[src/rtl/icache_ctrl_pkg.sv]
// Shared geometry, FSM encoding and reset constants for the instruction cache.
// The optional ICACHE_STATS_EN counters need nothing from this package.
package icache_ctrl_pkg;

   localparam int NUM_BLOCKS  = 8;
   localparam int BLOCK_WORDS = 4;
   localparam int ADDR_W      = 10;

   localparam int INDEX_W    = $clog2(NUM_BLOCKS);
   localparam int OFFSET_W   = $clog2(BLOCK_WORDS);
   localparam int TAG_W      = ADDR_W - INDEX_W - OFFSET_W - 2;
   localparam int BLOCK_BITS = 32 * BLOCK_WORDS;
   // Block address sent to memory is {tag,index}.
   localparam int MEM_ADDR_W = TAG_W + INDEX_W;

   localparam logic [31:0] INSTR_RST = 32'h0;

   typedef enum logic [1:0] {
      S_IDLE     = 2'd0,
      S_MEM_READ = 2'd1,
      S_UPDATE   = 2'd2
   } state_e;

endpackage

[src/rtl/icache_line_array.sv]
// Valid/tag/data storage for the direct-mapped instruction cache.
// Combinational lookup of one word; one-cycle whole-line write.
module icache_line_array
   import icache_ctrl_pkg::*;
(
   input  logic                  clk,
   input  logic                  rst_n,
   input  logic [INDEX_W-1:0]    rd_index,
   input  logic [TAG_W-1:0]      rd_tag,
   input  logic [OFFSET_W-1:0]   rd_offset,
   output logic                  rd_match,
   output logic [31:0]           rd_word,
   input  logic                  wr_en,
   input  logic [INDEX_W-1:0]    wr_index,
   input  logic [TAG_W-1:0]      wr_tag,
   input  logic [BLOCK_BITS-1:0] wr_data
);

   logic [NUM_BLOCKS-1:0] valid;
   logic [TAG_W-1:0]      tag_store  [NUM_BLOCKS];
   logic [BLOCK_BITS-1:0] data_store [NUM_BLOCKS];
   logic [BLOCK_BITS-1:0] rd_block;

   // Only the valid bits need clearing; tag and data are don't-care until valid.
   always_ff @(posedge clk or negedge rst_n) begin
      if (!rst_n) begin
         valid <= '0;
      end else if (wr_en) begin
         valid[wr_index] <= 1'b1;
      end
   end

   always_ff @(posedge clk) begin
      if (wr_en) begin
         tag_store[wr_index]  <= wr_tag;
         data_store[wr_index] <= wr_data;
      end
   end

   assign rd_block = data_store[rd_index];
   assign rd_match = valid[rd_index] && (tag_store[rd_index] == rd_tag);
   assign rd_word  = rd_block[rd_offset*32 +: 32];

endmodule

[src/rtl/icache_ctrl.sv]
// Direct-mapped read-only instruction cache controller (IDLE/MEM_READ/UPDATE).
// Define ICACHE_STATS_EN to add saturating HIT_COUNT/MISS_COUNT outputs.
module icache_ctrl
   import icache_ctrl_pkg::*;
(
   input  logic                  CLK,
   input  logic                  RESET,
   input  logic                  READ,
   input  logic [ADDR_W-1:0]     ADDRESS,
   output logic [31:0]           INSTRUCTION,
   output logic                  BUSYWAIT,
   output logic                  MEM_READ,
   output logic [MEM_ADDR_W-1:0] MEM_ADDRESS,
   input  logic [BLOCK_BITS-1:0] MEM_READDATA,
   input  logic                  MEM_BUSYWAIT,
   output logic [1:0]            dbg_state
`ifdef ICACHE_STATS_EN
   ,
   output logic [15:0]           HIT_COUNT,
   output logic [15:0]           MISS_COUNT
`endif
);

   // Handshakes: a fetch is served in the cycle READ=1 and BUSYWAIT=0, with
   // INSTRUCTION valid in that cycle; MEM_READ is held until the first cycle
   // MEM_BUSYWAIT=0, in which MEM_READDATA is valid and captured on the edge.

   state_e                state, state_nxt;
   logic [OFFSET_W-1:0]   cpu_offset;
   logic [INDEX_W-1:0]    cpu_index;
   logic [TAG_W-1:0]      cpu_tag;
   logic                  unused_byte;
   logic                  rd_match;
   logic [31:0]           rd_word;
   logic                  miss_start;
   logic                  cpu_served;
   logic                  line_wr;
   logic [MEM_ADDR_W-1:0] fill_addr;
   logic [BLOCK_BITS-1:0] fill_data;
   logic [31:0]           last_instr;

   assign cpu_offset  = ADDRESS[OFFSET_W+1:2];
   assign cpu_index   = ADDRESS[INDEX_W+OFFSET_W+1:OFFSET_W+2];
   assign cpu_tag     = ADDRESS[ADDR_W-1:ADDR_W-TAG_W];
   assign unused_byte = ^ADDRESS[1:0];

   icache_line_array u_lines (
      .clk       (CLK),
      .rst_n     (RESET),
      .rd_index  (cpu_index),
      .rd_tag    (cpu_tag),
      .rd_offset (cpu_offset),
      .rd_match  (rd_match),
      .rd_word   (rd_word),
      .wr_en     (line_wr),
      .wr_index  (fill_addr[INDEX_W-1:0]),
      .wr_tag    (fill_addr[MEM_ADDR_W-1:INDEX_W]),
      .wr_data   (fill_data)
   );

   assign miss_start = (state == S_IDLE) && READ && !rd_match;
   assign cpu_served = (state == S_IDLE) && READ && rd_match;

   always_ff @(posedge CLK or negedge RESET) begin
      if (!RESET) begin
         state <= S_IDLE;
      end else begin
         state <= state_nxt;
      end
   end

   always_comb begin
      state_nxt = state;
      case (state)
         S_IDLE:     if (miss_start) state_nxt = S_MEM_READ;
         S_MEM_READ: if (!MEM_BUSYWAIT) state_nxt = S_UPDATE;
         S_UPDATE:   state_nxt = S_IDLE;
         default:    state_nxt = S_IDLE;
      endcase
   end

   always_comb begin
      BUSYWAIT = 1'b0;
      MEM_READ = 1'b0;
      line_wr  = 1'b0;
      case (state)
         S_IDLE:     BUSYWAIT = miss_start;
         S_MEM_READ: begin
            BUSYWAIT = 1'b1;
            MEM_READ = 1'b1;
         end
         S_UPDATE:   begin
            BUSYWAIT = 1'b1;
            line_wr  = 1'b1;
         end
         default:    ;
      endcase
      // The stall must drop while reset is held, even with READ high.
      if (!RESET) BUSYWAIT = 1'b0;
      INSTRUCTION = cpu_served ? rd_word : last_instr;
   end

   // The fill block address is frozen at miss entry so CPU address changes
   // during the fill cannot redirect it.
   always_ff @(posedge CLK or negedge RESET) begin
      if (!RESET) begin
         fill_addr  <= '0;
         fill_data  <= '0;
         last_instr <= INSTR_RST;
      end else begin
         if (miss_start) fill_addr <= {cpu_tag, cpu_index};
         if (state == S_MEM_READ && !MEM_BUSYWAIT) fill_data <= MEM_READDATA;
         if (cpu_served) last_instr <= rd_word;
      end
   end

   assign MEM_ADDRESS = fill_addr;
   assign dbg_state   = state;

`ifdef ICACHE_STATS_EN
   always_ff @(posedge CLK or negedge RESET) begin
      if (!RESET) begin
         HIT_COUNT  <= '0;
         MISS_COUNT <= '0;
      end else begin
         if (cpu_served && HIT_COUNT != 16'hFFFF) HIT_COUNT <= HIT_COUNT + 16'd1;
         if (miss_start && MISS_COUNT != 16'hFFFF) MISS_COUNT <= MISS_COUNT + 16'd1;
      end
   end
`endif

endmodule

[config.mk]
export PLATFORM = sky130hd
export DESIGN_NAME = icache_ctrl
export DESIGN_NICKNAME = d
export VERILOG_FILES = /design/src/rtl/icache_ctrl_pkg.sv /design/src/rtl/icache_line_array.sv /design/src/rtl/icache_ctrl.sv
export SDC_FILE = /design/constraint.sdc
export NUM_CORES = 1
export LEC_CHECK = 0
export ABC_AREA = 0
export CORE_MARGIN = 8
export CORE_UTILIZATION = 26
export CTS_CLUSTER_DIAMETER = 60
export DETAILED_ROUTE_END_ITERATION = 16
export HOLD_SLACK_MARGIN = 0.15
export PLACE_DENSITY = 0.4
export SYNTH_ARGS = -nofsm -noshare
export SYNTH_HDL_FRONTEND = slang
export SYNTH_SLANG_ARGS = --single-unit
export TNS_END_PERCENT = 100
[constraint.sdc]
create_clock -name CLK -period 23.8 [get_ports CLK]
set_clock_uncertainty 0.05 [all_clocks]
set_input_delay 7.14 -clock CLK [delete_from_list [all_inputs] [get_ports CLK]]
set_output_delay 7.14 -clock CLK [all_outputs]
set_load 0.01 [all_outputs]
==> impl_metrics.csv, run 1 <==
group,metric,value,unit
timing,setup_viol,0,
placement,place_hpwl,62200,um
global_routing,gr-total-overflow,0,
cells_and_area,regArea,35900,um^2
route,drt_pass1_iterations,4,
global_routing,track_usage,0.122,
power,power,6.10,mW
clocking,postCtsSetupRepairBufs,0,
critical_path,worstSetupStartpointType,"input port",
placement,placed_area,51000,um^2
worst_hold_path,hold_end,"u_lines.valid[5]$_DFFE_PN0P_",
clocking,insertion_delay,0.76,ns
clocking,ctsResizeCount,0,
global_routing,grt_max_degree,120,
power,cellPowerDensity,109,nW/um^2
cells_and_area,stdcell_area,55900,um^2
timing,period_share,0.799,
worst_hold_path,whs_path_depth,1,
timing,max_slew_margin,0.255,
power,peakVddDrop,0.0570,mV
clocking,clk_root_buffer_cell,"clkbuf_16",
critical_path,timing.rr.start,"dbg_state[0]$_DFFE_PN0P_",
floorplanning,die_h,438,um
logic_synthesis,synth_top_area_frac,0.680,
placement,gp_congestion,0.671,
route,viasPerCell,4.38,
logic_synthesis,yosys_warnings,0,
clocking,cts_tree,"yes",
cells_and_area,syn2layout_area_growth,20.8,%
global_routing,grt_pass1_wl,170000,um
critical_path,cp_top_family,"buffers and inverters",
timing,fin_tns_setup,0,ns
critical_path,slowest_delay,0.82,ns
floorplanning,core,178000,um^2
logic_synthesis,syn-num-nets,2050,
logic_synthesis,yosysTopAreaCell,"edfxtp_1",
clocking,holdBufCountCts,0,
placement,port_buffers,181,
critical_path,rr_endpoint,"u_lines.data_store[2][8]$_DFFE_PP_",
clocking,htree_num_levels,4,
critical_path,rr_worst_depth,7,
logic_synthesis,synth_ff_type,"edfxtp_1",
route,wl_per_cell,25.2,um
timing,rsz0062_at_grt,"false",
global_routing,antenna_found_initial,3,
logic_synthesis,synth_edf_count,1048,
job,cap_viol_max_count,0,
critical_path,cp-end-kind,"output port",
worst_hold_path,hp-start,"u_lines.valid[5]$_DFFE_PN0P_",
timing,drv_slew,0,
cells_and_area,nFillCells,17000,
critical_path,slowest_stage,"buf_4",
timing,fmax,52.6,MHz
clocking,clk_pin_slew,0.06,ns
critical_path,r2r_slack,18.97,ns
logic_synthesis,ys_seq_elements,1224,
critical_path,required,16.61,ns
route,drc_errors,0,
cells_and_area,finalNonFillerCells,4652,
placement,dp_cells,4378,
critical_path,critPathMaxFanout,70,
cells_and_area,drive_above_1_share,0.348,
floorplanning,dieArea,192000,um^2
logic_synthesis,synthArstFlopShare,0.144,
floorplanning,die_w,438,um
timing,finalHoldViolCount,0,
global_routing,grt_pass1_vias,23400,
floorplanning,start_util,0.261,
timing,tightest_slew,1.12,ns
critical_path,crit_arrival,11.82,ns
logic_synthesis,ys_types,25,
timing,period_minus_slack,19.01,ns
logic_synthesis,synthCells,1903,
cells_and_area,multi_input_comb_area,10000,um^2
logic_synthesis,seq_area_frac_synth,0.775,
critical_path,cp_cell_sequence,"buf_8 -> buf_4 -> buf_4 -> mux4_2 -> mux4_2 -> mux2_2 -> mux2_2 -> clkdlybuf4s50_1",
route,drt_iter0_markers,1030,
logic_synthesis,synthTopCellsByCount,"edfxtp_1 (1048), mux4_2 (325), mux2_2 (200), dfrtp_1 (176), clkbuf_1 (40)",
clocking,clk_path_buf_depth,3,
critical_path,worstSetupPathType,"in -> out",
clocking,numCtsBuffers,147,
status,status,"finished clean",
power,p_leak,18.0,nW
logic_synthesis,avgSynthCellArea,24.3,um^2
route,vias,20400,
route,wirelength,117000,um
cells_and_area,finalNetCount,2319,
route,postRouteAntennaNets,0,
floorplanning,ioPinCount,184,
critical_path,crit_buf_inv,4,
logic_synthesis,synth_area_leaders,"edfxtp_1 (68%), mux4_2 (16%), dfrtp_1 (9.5%)",
logic_synthesis,synth_most_common_cell,"edfxtp_1",
logic_synthesis,netlist_area,46300,um^2
clocking,cts.sinks,1224,
floorplanning,rows,155,
worst_hold_path,hold_class,"reg -> reg",
## through the flow
step	utilization	hold WS, ns	worst slack [ns]
6_report	0.315	0.416	4.79
5_1_grt	0.315	0.435	4.39
4_1_cts	0.315	0.416	4.58
3_5_place_dp	0.287	0.402	4.58
3_3_place_gp	0.287	0.396	4.62
2_1_floorplan	-	0.384	7.22
## how the worst max path moves through the flow
stage | start | depth (start not counted) | endpoint | slack (ns)
2_1_floorplan | ADDRESS[5] | 7 | INSTRUCTION[10] | 7.22
3_3_place_gp | ADDRESS[4] | 8 | INSTRUCTION[3] | 4.62
6_report | ADDRESS[4] | 8 | INSTRUCTION[3] | 4.79
5_1_grt | ADDRESS[4] | 8 | INSTRUCTION[3] | 4.39
3_5_place_dp | ADDRESS[4] | 8 | INSTRUCTION[3] | 4.58
4_1_cts | ADDRESS[4] | 8 | INSTRUCTION[3] | 4.58
## cell usage in the layout, fill, tap and decap left out, drive strengths merged
cell	n
edfxtp	1048
mux4	325
clkbuf	217
mux2	200
dfrtp	176
clkdlybuf4s50	175
buf	41
clkinv	34
inv	16
mux2i	12
bufinv	9
or2	8
nor2	8
ha	5
nand2	4
xor2	3
nand2b	3
nor3	2
clkinvlp	2
nor2b	2
diode	1
nand4	1
o211a	1
a41oi	1
o21ai	1
o21bai	1
a2bb2oi	1
## registers in the layout (all words and copies together) (netlist names)
name,count
u_lines.data_store,1024
fill_data,128
last_instr,32
u_lines.tag_store,24
u_lines.valid,8
MEM_ADDRESS,6
dbg_state,2
## cell families (layout without fill, tap and decap cells)
family / Yosys count / after routing / synth area share
other: 0 / 1 / 0
DFF: 1224 / 1224 / 0.775
adders and majority gates: 5 / 5 / 0.00135
muxes: 537 / 537 / 0.209
xor gates and xnor gates: 3 / 3 / 0.000568
and+or+nand+nor: 28 / 28 / 0.00308
buffers and inverters: 101 / 494 / 0.0101
AOI/OAI and AO/OA: 5 / 5 / 0.000865
## layout make-up
class	count	area share
Clock buffer	217	0.0766
Antenna cell	1	0.0000447
Inverter	5	0.000336
Multi-Input combinational cell	578	0.179
Clock inverter	56	0.0108
Tap cell	2355	0.0527
Sequential cell	1224	0.641
Timing Repair Buffer	216	0.0388
## layer usage
layer | global-route usage | up-vias | part of all wire
li1 | - | 8602 | -
met2 | 0.226 | 320 | 0.54
met4 | 0.0328 | 0 | 0.022
met5 | 0 | - | 0
met3 | 0.0228 | 173 | 0.030
met1 | 0.145 | 11300 | 0.41
## power breakdown
group | leakage, nW | switching (mW) | internal (mW)
Sequential | 11.6 | 0.310 | 2.90
Clock | 2.39 | 0.873 | 1.35
Combinational | 3.99 | 0.331 | 0.328
## worst register-to-register path, delay by kind of cell (launching register included)
kind / cells / cell delay, ns
fa+ha+maj: 1 / 0.32
buf+inv: 4 / 2.47
simple gates: 2 / 1.11
flops: 1 / 0.43
No activity file was read; power rests on OpenSTA's default activity.
==> run 2: changes to the inputs <==
==> constraint.sdc (replaced) <==
create_clock -name CLK -period 18.8 [get_ports CLK]
set_clock_uncertainty 0.05 [all_clocks]
set_input_delay 5.64 -clock CLK [delete_from_list [all_inputs] [get_ports CLK]]
set_output_delay 5.64 -clock CLK [all_outputs]
set_load 0.01 [all_outputs]
==> impl_metrics.csv, run 2 (synthesis gave the netlist of run 1 again) <==
group,metric,value,unit
status,status,"finished clean",
route,drc_errors,0,
global_routing,track_usage,0.123,
critical_path,crit_arrival,9.51,ns
timing,rsz0062_at_grt,"false",
critical_path,worstSetupPathType,"in -> out",
clocking,holdBufCountCts,0,
cells_and_area,largest_register_ffs,1024,
critical_path,cp_cell_sequence,"buf_8 -> buf_4 -> mux4_2 -> mux2_2 -> nand4_1 -> nor2_4 -> buf_4 -> mux2_2 -> clkdlybuf4s50_1",
global_routing,gr-total-overflow,0,
clocking,clk_path_buf_depth,3,
timing,period_minus_slack,15.20,ns
placement,port_buffers,181,
timing,setup_viol,0,
cells_and_area,reg_top3,"u_lines.data_store (1024), fill_data (128), last_instr (32)",
critical_path,required,13.11,ns
placement,place_hpwl,62600,um
cells_and_area,syn2layout_area_growth,20.7,%
power,cellPowerDensity,138,nW/um^2
power,peakVddDrop,0.0585,mV
timing,max_slew_margin,0.273,
clocking,postCtsSetupRepairBufs,0,
route,drt_iter0_markers,1318,
timing,hold_ws,0.414,ns
clocking,cts.sinks,1224,
worst_hold_path,hold_class,"reg -> reg",
floorplanning,dieArea,192000,um^2
clocking,numCtsBuffers,144,
cells_and_area,finalNetCount,2315,
clocking,clk_root_buffer_cell,"clkbuf_16",
clocking,htree_num_levels,4,
timing,finalHoldViolCount,0,
critical_path,crit_buf_inv,4,
global_routing,grt_pass1_wl,171000,um
critical_path,worstSetupStartpointType,"input port",
floorplanning,die_w,438,um
floorplanning,die_h,438,um
critical_path,r2r_slack,14.81,ns
global_routing,grt_max_degree,133,
route,wirelength,119000,um
floorplanning,rows,155,
cells_and_area,most-common-layout-cells,"edfxtp_1 (1048), mux4_2 (325), mux2_2 (200)",
timing,fin_tns_setup,0,ns
timing,period_share,0.808,
global_routing,grt_pass1_vias,23300,
critical_path,cp-end-kind,"output port",
timing,fmax,65.8,MHz
route,postRouteAntennaNets,0,
critical_path,cp_top_family,"buffers and inverters",
clocking,ctsResizeCount,0,
clocking,clk_pin_slew,0.06,ns
cells_and_area,drive_above_1_share,0.347,
timing,tightest_slew,1.09,ns
route,viasPerCell,4.38,
timing,drv_slew,0,
cells_and_area,regMostFlops,"u_lines.data_store",
global_routing,antenna_found_initial,2,
power,p_leak,17.9,nW
route,wl_per_cell,25.6,um
critical_path,critPathMaxFanout,56,
placement,gp_congestion,0.687,
cells_and_area,final_common_cell,"edfxtp_1",
clocking,insertion_delay,0.76,ns
floorplanning,core,178000,um^2
critical_path,slowest_delay,0.67,ns
floorplanning,ioPinCount,184,
route,vias,20400,
floorplanning,start_util,0.261,
route,drt_pass1_iterations,5,
job,cap_viol_max_count,0,
clocking,cts_tree,"yes",
critical_path,slowest_stage,"buf_4",
-- run 2: worst reg2reg max path: cells and delay by family, from the launching register on --
family | cells | cell delay (ns)
adders and majority gates | 1 | 0.27
buffers and inverters | 3 | 1.93
DFF | 1 | 0.43
and+or+nand+nor | 2 | 0.88
-- run 2: final timing paths --
kind	cells past startpoint	from	end
setup / recovery	9	ADDRESS[4]	INSTRUCTION[10]
hold reg to reg	1	u_lines.valid[6]$_DFFE_PN0P_	u_lines.valid[6]$_DFFE_PN0P_
setup reg to reg	6	dbg_state[0]$_DFFE_PN0P_	u_lines.data_store[4][59]$_DFFE_PP_
min in group asynchronous	1	RESET	fill_data[24]$_DFFE_PN0P_
hold / removal	1	u_lines.valid[6]$_DFFE_PN0P_	u_lines.valid[6]$_DFFE_PN0P_
max in group asynchronous	2	RESET	fill_data[39]$_DFFE_PN0P_
-- run 2: where the power goes --
group | switching [mW] | internal (mW) | total, mW | leakage [nW]
clock | 1.10 | 1.69 | 2.80 | 2.33
combinational | 0.429 | 0.416 | 0.845 | 3.99
sequential | 0.383 | 3.67 | 4.06 | 11.6
total | 1.92 | 5.79 | 7.70 | 17.9
-- run 2: per-stage QoR --
step	std cells	power, mW	worst slack [ns]	utilization	area, um^2
final	4644	7.70	3.60	0.315	55900
after detailed placement	4377	5.01	3.39	0.287	51100
after floorplan	1903	4.51	5.22	-	46300
after CTS	4643	7.86	3.42	0.315	55900
after global routing	4644	8.05	3.28	0.315	55900
after global placement	4377	4.95	3.39	0.287	51100
-- run 2: cell type report --
class | count | area, um^2
antenna | 1 | 2.50
clock buffer | 207 | 4070
clock inverter | 59 | 748
fill | 17000 | 122000
inverter | 5 | 18.8
multi-input combinational | 578 | 10000
sequential | 1224 | 35900
tap | 2355 | 2950
timing repair buffer | 215 | 2190
-- run 2: routing by layer --
layer  vias up  wire [um]  global-route usage
met2       315      64600               0.229
met1     11300      47700               0.145
met5         -          0                   0
met4         0       3150              0.0379
li1       8617          -                   -
met3       167       3300              0.0217
